===== config.mk =====
export PLATFORM = sky130hd
export DESIGN_NAME = rx_block_sync_ctrl
export DESIGN_NICKNAME = d
export VERILOG_FILES = /design/src/rtl/rx_block_sync_ctrl.sv
export SDC_FILE = /design/constraint.sdc
export NUM_CORES = 1
export LEC_CHECK = 0
export CAP_MARGIN = 5
export CORE_MARGIN = 3
export CORE_UTILIZATION = 45
export DETAILED_ROUTE_END_ITERATION = 8
export PLACE_DENSITY = 0.67
export SYNTH_ARGS = -nofsm -noshare
export SYNTH_HDL_FRONTEND = slang
export SYNTH_SLANG_ARGS = --single-unit

===== constraint.sdc =====
create_clock -name i_rx_clk -period 2.8 [get_ports i_rx_clk]
set_input_delay 0.56 -clock i_rx_clk [delete_from_list [all_inputs] [get_ports i_rx_clk]]
set_output_delay 0.56 -clock i_rx_clk [all_outputs]
set_load 0.02 [all_outputs]

===== src/rtl/rx_block_sync_ctrl.sv =====
// 64B/66B receive block-sync controller.
// Slips the gearbox until sync headers are legal, then monitors error rate.
module rx_block_sync_ctrl #(
  parameter int P_SH_WINDOW    = 64,
  parameter int P_SH_INVLD_MAX = 16,
  parameter int P_SLIP_WAIT    = 32
) (
  input  logic        i_rx_clk,
  input  logic        i_rx_rst,
  input  logic [1:0]  i_rx_header,
  input  logic        i_rx_header_valid,
  output logic        o_rx_slipbit,
  output logic        o_block_lock,
  output logic [15:0] o_slip_cnt,
  output logic [15:0] o_lock_loss_cnt
);

  localparam int W_WIN  = $clog2(P_SH_WINDOW) + 1;
  localparam int W_ERR  = $clog2(P_SH_INVLD_MAX) + 1;
  localparam int W_WAIT = $clog2(P_SLIP_WAIT) + 1;

  typedef enum logic [1:0] {
    S_UNLOCK,
    S_WAIT,
    S_LOCK
  } state_t;

  state_t            r_state;
  logic [W_WIN-1:0]  r_win;
  logic [W_ERR-1:0]  r_err;
  logic [W_WAIT-1:0] r_wait;
  logic              r_slip;
  logic              r_lock;
  logic [15:0]       r_slip_cnt;
  logic [15:0]       r_loss_cnt;

  logic w_bad;
  logic w_win_last;
  logic w_err_last;
  logic w_wait_last;

  assign w_bad       = i_rx_header[1] ~^ i_rx_header[0];
  assign w_win_last  = (r_win  == W_WIN'(P_SH_WINDOW - 1));
  assign w_err_last  = (r_err  == W_ERR'(P_SH_INVLD_MAX - 1));
  assign w_wait_last = (r_wait == W_WAIT'(P_SLIP_WAIT - 1));

  function automatic logic [15:0] sat_inc(
    input logic [15:0] v
  );
    return (v == 16'hFFFF) ? v : v + 16'd1;
  endfunction

  always_ff @(posedge i_rx_clk) begin
    if (i_rx_rst) begin
      r_state    <= S_UNLOCK;
      r_win      <= '0;
      r_err      <= '0;
      r_wait     <= '0;
      r_slip     <= 1'b0;
      r_lock     <= 1'b0;
      r_slip_cnt <= '0;
      r_loss_cnt <= '0;
    end else begin
      r_slip <= 1'b0;
      if (i_rx_header_valid) begin
        case (r_state)
          S_UNLOCK: begin
            if (w_bad) begin
              r_slip     <= 1'b1;
              r_slip_cnt <= sat_inc(r_slip_cnt);
              r_win      <= '0;
              r_state    <= S_WAIT;
            end else if (w_win_last) begin
              r_lock  <= 1'b1;
              r_win   <= '0;
              r_err   <= '0;
              r_state <= S_LOCK;
            end else begin
              r_win <= r_win + W_WIN'(1);
            end
          end
          S_WAIT: begin
            if (w_wait_last) begin
              r_wait  <= '0;
              r_state <= S_UNLOCK;
            end else begin
              r_wait <= r_wait + W_WAIT'(1);
            end
          end
          S_LOCK: begin
            // threshold hit beats the end-of-window clear
            if (w_bad && w_err_last) begin
              r_lock     <= 1'b0;
              r_slip     <= 1'b1;
              r_slip_cnt <= sat_inc(r_slip_cnt);
              r_loss_cnt <= sat_inc(r_loss_cnt);
              r_win      <= '0;
              r_err      <= '0;
              r_state    <= S_WAIT;
            end else if (w_win_last) begin
              r_win <= '0;
              r_err <= '0;
            end else begin
              r_win <= r_win + W_WIN'(1);
              if (w_bad) begin
                r_err <= r_err + W_ERR'(1);
              end
            end
          end
          default: begin
            r_state <= S_UNLOCK;
          end
        endcase
      end
    end
  end

  assign o_rx_slipbit    = r_slip;
  assign o_block_lock    = r_lock;
  assign o_slip_cnt      = r_slip_cnt;
  assign o_lock_loss_cnt = r_loss_cnt;

endmodule


==> results.md <==
- Num ports: 39
- Slew Viols, Final: 0
- Die span in y: roughly 86 µm
- IO Port Bufs: 38
- Endpoints failing hold: 0
- H-tree levels: 2
- Critical path startpoint: r_err[0]
- Hold_sp: r_err[4]
- Synth warnings: 0
- Routed vias: 2,503
- Clk buf depth: 2
- Max-Cap Viols: 0
- FMAX: approximately 420 MHz
- Post-route ant nets: 0
- Layout cells sized above 1: 10.08%
- Site Rows: 28
- Crit Path Class: flop to flop
- Number of setup violations in the final report: 0
- Die area: 7456 µm²
- Number of synthesized flops with an enable pin: 0
- Top post-synthesis cells by count: dfxtp_1 (54), a21oi_1 (27), nor2_1 (24)
- Synth cell types: 57
- CP dominant cell by count: ha_1
- Sink Count: 54
- Area taken by multi-input logic gates: between 1500 and 2000 µm²
- CTS root buf: clkbuf_8
- Largest net degree at the start of global routing: roughly 50
- Final core occ: a little under three fifths
- Initial core utilization: 47.66%
- Synth Cell Area: approximately 2900 µm²
- Post-CTS Resized: 0
- # fillers: just under 600
- Initial DRC count: between 100 and 150
- Final min period: about 2.4 ns
- Vias in the first global route: about 2,300
- Top-area cell type share of the netlist area: between 30% and 40%
- Worst-Skew Late Latency: 0.30 ns
- Yosys top cell by area: dfxtp_1
- Wire per inst: approximately 14 µm
- Ys flop type: dfxtp_1
- Hold_buf cts: 0
- Gpl congestion: just under 0.8
- Period utilization: a little over four fifths
- Cell chain of the critical path: ha_1 -> and3_1 -> ha_1 -> and4b_1 -> nand2_2 -> nor4_1 -> mux2_2
- HP Class: flop to flop
- CP arrival: ~2.6 ns
- DRC Markers: 0
- NumNets Final: roughly 370
- Worst-path fanout max: 19
- Setup Buffers After CTS: 0
- Skew final: a little over 0.008 ns
- First-pass detailed-route iteration total: 4
- Buf/Inv on CP: 0
- Worst Tran Pin Value: 0.8010 ns
- Grt total ovfl: 0
- Die X: 86.35 µm
- Synth area leaders: dfxtp_1 (37%), a21oi_1 (4.7%), mux2_2 (4.7%), or4_1 (3.4%), nor2_1 (3.1%)
- CTS buffer count: 5
- Crit path capture type: flop
- CP top delay family: simple AND/OR/NAND/NOR gates
- Register area share after synthesis: 37.21%
- Post-synthesis async set-or-reset flop share: 0%
- Crit path max-delay cell type: dfxtp_1
- Required time worst endpoint: 3.00 ns
- Syn Inst Count: ~320
- Register area: about 1100 µm²
- Worst flop-to-flop path startpoint: r_err[0]
- Setup total negative slack: 0 ns
- Slew HR: 46.20%
- Tot GR Track Use: between 10% and 20%
- Largest stage delay on the critical path: 0.37 ns
- # diodes: 0
- Pwr Density: between 300 and 400 nW/µm²
- RSZ-0062 raised after global routing: false
- Initial antenna violation count: 0
- Synthesized Nets: roughly 330
- Total leakage power: roughly 0.0012 µW
- Clock-pin slew on the worst setup and hold paths: ~0.09 ns
- CTS tree: built
- Count leader, synth: dfxtp_1
- Synthesized flop and latch total: 54
- Core Area: around 6100 µm²
- Area Overhead vs Synth: 16.54%
- Syn avg cell area: 9.051 µm²
- Status: completed
- First-pass GRT wire length: 10,540 µm
- Post-DP HPWL: approximately 4300 µm
- Routed Wire Length: 6197 µm
- Type of origin of the critical path: flop
- Peak supply drop: approximately 0.19 mV
- Drt via density: ~5.8
==> sequential cells by signal, indices dropped and copies added, names as in the netlist <==
register / count
o_block_lock: 1
r_wait: 6
o_rx_slipbit: 1
r_state: 2
o_slip_cnt: 16
o_lock_loss_cnt: 16
r_win: 7
r_err: 5
==> cells in the final DEF (no fill, tap or decap), drive strengths merged, types with 7 or more instances in the layout <==
master,Yosys,routed
dfxtp,54,54
clkdlybuf4s50,0,37
a21oi,27,27
nor2,24,24
nand2,22,22
nand3,17,17
or4,13,13
nor4,13,13
nor2b,12,12
mux2,12,12
o31ai,11,11
nand4,11,11
o21ai,10,10
inv,9,9
clkbuf,4,7
==> through the flow <==
stage | area [µm²] | std cells | total power, µW | hold WS, ns | worst slack [ns]
5_1_grt | 3386 | 432 | 1351 | 0.4980 | 0.2644
3_5_place_dp | 3309 | 425 | 895.1 | 0.4395 | 0.2281
3_3_place_gp | 3309 | 425 | 893.3 | 0.4400 | 0.2423
2_1_floorplan | 2905 | 321 | 871.6 | 0.4264 | 0.7423
6_report | 3386 | 432 | 1292 | 0.4634 | 0.4232
4_1_cts | 3386 | 432 | 1309 | 0.4683 | 0.4214
==> cell type report <==
type,instances,share of cell area [%]
multi-input combinational,245,50.07
timing repair buffer,42,11.97
clock buffer,7,2.254
sequential,54,31.93
inverter,9,0.9978
tap,75,2.772
==> logic make-up after synthesis <==
kind of cell	after synthesis	share of synthesized area (%)
and+or+nand+nor	147	31.70
AOI/OAI and AO/OA	69	15.85
DFF	54	37.21
buffers and inverters	22	4.435
muxes	12	4.651
xor gates and xnor gates	11	3.575
adders and majority gates	6	2.584
==> per-layer routing <==
layer	wire (µm)	share of wire, %	up-vias	GRT usage (%)
li1	-	-	1277	-
met1	3058	49	1176	23.36
met2	2826	46	46	27.61
met3	244	3.9	4	3.422
met4	68	1.1	0	4.674
met5	0	0	-	0
==> worst reg2reg max path, stage by stage (launching register included) <==
cell,delay [ns]
dfxtp_1,0.37
ha_1,0.20
and3_1,0.18
ha_1,0.25
and4b_1,0.30
nand2_2,0.23
nor4_1,0.38
mux2_2,0.36
==> worst paths after layout <==
| kind | slack, ns | endpoint | depth (start not counted) |
|---|---|---|---|
| max reg2reg | 0.42 | o_lock_loss_cnt[9] | 7 |
| max | 0.42 | o_lock_loss_cnt[9] | 7 |
| min reg2reg | 0.46 | r_err[4] | 1 |
| min | 0.46 | r_err[4] | 1 |
==> where the power goes <==
part | switching [µW] | internal, µW
Combinational | 59.4 | 34.7
Sequential | 7.74 | 775
Clock | 242 | 173
Total | 309 | 983
(Power assumes the default switching activity.)
==> RTL change 1, RTL diff (same settings) <==
The parameter `P_SH_WINDOW` goes from 64 to 256.
--- a/src/rtl/rx_block_sync_ctrl.sv
+++ b/src/rtl/rx_block_sync_ctrl.sv
@@ -3,3 +3,3 @@
 module rx_block_sync_ctrl #(
-  parameter int P_SH_WINDOW    = 64,
+  parameter int P_SH_WINDOW    = 256,
   parameter int P_SH_INVLD_MAX = 16,
Formal check against the unedited RTL: same outputs for any inputs over 10 cycles, from zero or initial values and one cycle with i_rx_rst high; that may be too few to reach the edited logic, so the function may still have changed.
==> RTL change 1 against the unedited design <==
  * Core utilization shrank 0.56 points
  * Power is 7.5% higher
  * Sequential cell count up 2
  * Cell area grew 4.3%
  * Wire length increased by 1.9%
  * Cell count up 6.0%
  * Setup slack better by 90 ps
  * Global-route usage fell by 0.26 points
  * Area after synthesis rose by 4.2%
  * Critical path type unchanged
  * Critical endpoint is now o_lock_loss_cnt[13]
  * Largest cell class unchanged
==> RTL change 1: results <==
[outcome]
outcome = "finished clean"

[setup_path]
cp_data_arrival_time_ps = 2540
cp_max_fo = 16
slowest_stage = "or4_1"
slowest_delay_ps = 540
rr_endpoint = "o_lock_loss_cnt[13]"
worst-r2r-setup-slack_ps = 510

[global_routing]
grt_usage_pct = 16.9
grt_max_degree = 36
grt_pass1_wl_um = 10700
grt_pass1_vias = 2271

[synthesis]
ys.flop_type = "dfxtp_1"
synth_commonest_cells = "dfxtp_1 (56), nand2_1 (31), a21oi_1 (30)"
netlist_top_cells_area = "dfxtp_1 (37%), a21oi_1 (5.0%), o31ai_1 (4.5%)"
synthesis.nets = 355
synth.distinct_cells = 63
netlist_instances = 344
ys_seq_area_share_pct = 37.0

[final_layout]
n_fill_cell = 615
finalNetCount = 391
drive_gt1_share_pct = 6.56
syn2layout_area_growth_pct = 16.6

[place]
place_ws_ps = 304
dpl_cell_area_sq_mm = 0.00344
dp_cells = 450
dp_hpwl_um = 4580
gp_congestion = 0.856

[detailed_routing]
wire_per_inst_um = 13.8
detail-route-antenna-nets = 0
drtIter0Drc = 132

[sta]
slew_headroom_pct = 53.7
clock_skew_ps = 11.4
hold_ws_ps = 436

[clock_network]
numCtsBuffers = 5

[pwr]
ir_drop_v = 0.000258
p_leak_nw = 1.18

[min_path]
hold_depth = 2
min_from = "r_win[8]"
-- RTL change 1: cell types whose count changed in the layout (fill, tap and decap cells not counted), sizes merged, moves of 4 or more --
cell	unedited run	this run
o31ai	11	18
and3	6	2
nand2	22	32
or4	13	17
nor4	13	8
-- RTL change 1: per-layer routing --
metal | track usage [%] | vias up | share of wire (%)
met1 | 24.3 | 1250 | 49
li1 | - | 1355 | -
met3 | 2.82 | 9 | 3.8
met5 | 0 | - | 0
met4 | 4.53 | 0 | 1.1
met2 | 26.2 | 46 | 46
-- RTL change 1: report_power, final --
group / internal (W) / switching, W
combinational: 0.0000458 / 0.0000673
clock: 0.000203 / 0.000257
sequential: 0.000805 / 0.0000111
-- RTL change 1: worst max path at each step --
stage	to	depth (start not counted)	slack, ps
after floorplan	o_slip_cnt[12]	8	830
after global placement	o_lock_loss_cnt[11]	5	350
after detailed placement	o_lock_loss_cnt[13]	5	300
after CTS	o_lock_loss_cnt[13]	7	530
after global routing	o_slip_cnt[4]	8	350
final	o_lock_loss_cnt[13]	7	510
-- RTL change 1: logic make-up after synthesis --
kind of cell	synth area share [%]
flops	37.0
buf+inv	5.45
xor+xnor	4.38
compound gates	16.3
fa+ha+maj	2.48
mux	4.34
simple gates	30.0
-- RTL change 1: cell type report --
class                      instances  share of cell area [%]
multi-input combinational        260                    49.3
inverter                          11                    1.17
tap                               77                    2.73
clock buffer                       8                    2.55
sequential                        56                    31.8
timing repair buffer              46                    12.5
-- RTL change 1: worst max-delay path, delay by kind of cell (launching register included) --
kind	cells	cell delay, ps
flops	1	370
fa+ha+maj	2	430
simple gates	4	1280
compound gates	1	140
==> RTL change 2, RTL diff (same settings) <==
Without the edit above. Register the inputs `i_rx_header` and `i_rx_header_valid` before use. The logic sees them one clock later.
--- a/src/rtl/rx_block_sync_ctrl.sv
+++ b/src/rtl/rx_block_sync_ctrl.sv
@@ -27,2 +27,10 @@
 
+  logic [1:0] i_rx_header_q;
+  logic i_rx_header_valid_q;
+
+  always_ff @(posedge i_rx_clk) begin
+    i_rx_header_q       <= i_rx_header;
+    i_rx_header_valid_q <= i_rx_header_valid;
+  end
+
   state_t            r_state;
@@ -41,3 +49,3 @@
 
-  assign w_bad       = i_rx_header[1] ~^ i_rx_header[0];
+  assign w_bad       = i_rx_header_q[1] ~^ i_rx_header_q[0];
   assign w_win_last  = (r_win  == W_WIN'(P_SH_WINDOW - 1));
@@ -64,3 +72,3 @@
       r_slip <= 1'b0;
-      if (i_rx_header_valid) begin
+      if (i_rx_header_valid_q) begin
         case (r_state)
Behaviour: not the same (Yosys sat finds a counterexample within 4 cycles, from zero or initial values and one cycle with i_rx_rst high).
==> RTL change 2 against the unedited design <==
  * Global-route usage is 1.6 points higher
  * Maximum frequency is 5.5% lower
  * Wire length is 2.2% higher
  * Setup slack worse by 140 ps
  * Power is 23% higher
  * Largest cell class unchanged
  * Cell count is 3.9% higher
  * Area after synthesis is 0.99% lower
  * Clock power is 59% higher
  * Sequential cell count is 3 higher
  * Cell area is 3.0% higher
  * Highest routed layer unchanged
  * Synthesized cell count is 2.5% higher
  * Combinational power is 5.0% lower
==> RTL change 2: results <==
[pwr]
internal_power_w = 0.00122
ir_drop_v = 0.000335
comb_power_share_pct = 5.6
p_total_w = 0.00159

[clock_network]
ctsHtreeMaxLevel = 3
numCtsBuffers = 9
clock_latency_ps = 340
cts.clk_slew.worst_paths_ps = 60

[synthesis]
synth.distinct_cells = 53
netlist_top_cells_area = "dfxtp_1 (40%), mux2_2 (4.3%), a21oi_1 (3.8%)"
synth_compound_area_share_pct = 15.5
syn_avg_cell_area_sq_um = 8.74
synth-xor-area-share_pct = 3.91
netlist_instances = 329
synthesis.nets = 340
synth_commonest_cells = "dfxtp_1 (57), nand2_1 (27), nor2_1 (24)"

[final_layout]
drive_gt1_share_pct = 9.89
clock_buffers = 14
clk_share_pct = 4.67
multiInputGateArea_sq_mm = 0.00162
n_fill_cell = 556
n_all_inverters = 12
multi_input_area_share_pct = 46.4
buffer_area_share_pct = 12.2
seq_share_pct = 32.7

[global_routing]
grt_pass1_wl_um = 11100
grt_pass1_vias = 2417
grtUsageMet3_pct = 4.80
grtUsageMet1_pct = 25.2
grt_usage_pct = 18.7
gr-usage-met2_pct = 27.8

[setup_path]
slowest_stage = "or4_4"
cp_max_fo = 11

[detailed_routing]
wire_per_inst_um = 14.1
vias_per_cell = 5.78

[place]
dp_cells = 435
dp_hpwl_um = 4280
dpl_cell_area_sq_mm = 0.00332
place_ws_ps = 289

[sta]
worst_pin_slew_ps = 806

[outcome]
outcome = "finished clean"
==> RTL change 2: cell types whose count changed after synthesis, sizes merged, moves of 3 or more <==
| cell | delta |
|---|---|
| o21a | -3 |
| nand2 | +5 |
| buf | -3 |
| or3 | +3 |
| dfxtp | +3 |
| a21oi | -5 |
| clkbuf | +3 |
==> RTL change 2: worst paths after layout <==
path / startpoint / to / slack [ps] / cells past startpoint
min reg2reg: r_wait[1] / r_wait[1] / 480 / 2
max reg2reg: r_err[0] / o_lock_loss_cnt[13] / 290 / 7
min: r_wait[1] / r_wait[1] / 480 / 2
max: r_err[0] / o_lock_loss_cnt[13] / 290 / 7
==> RTL change 2: layer usage <==
metal | wire length, um | share of wire, % | up-vias
li1 | - | - | 1315
met1 | 3140 | 50 | 1226
met2 | 2830 | 45 | 46
met3 | 244 | 3.9 | 9
met4 | 125 | 2.0 | 0
met5 | 0 | 0 | -
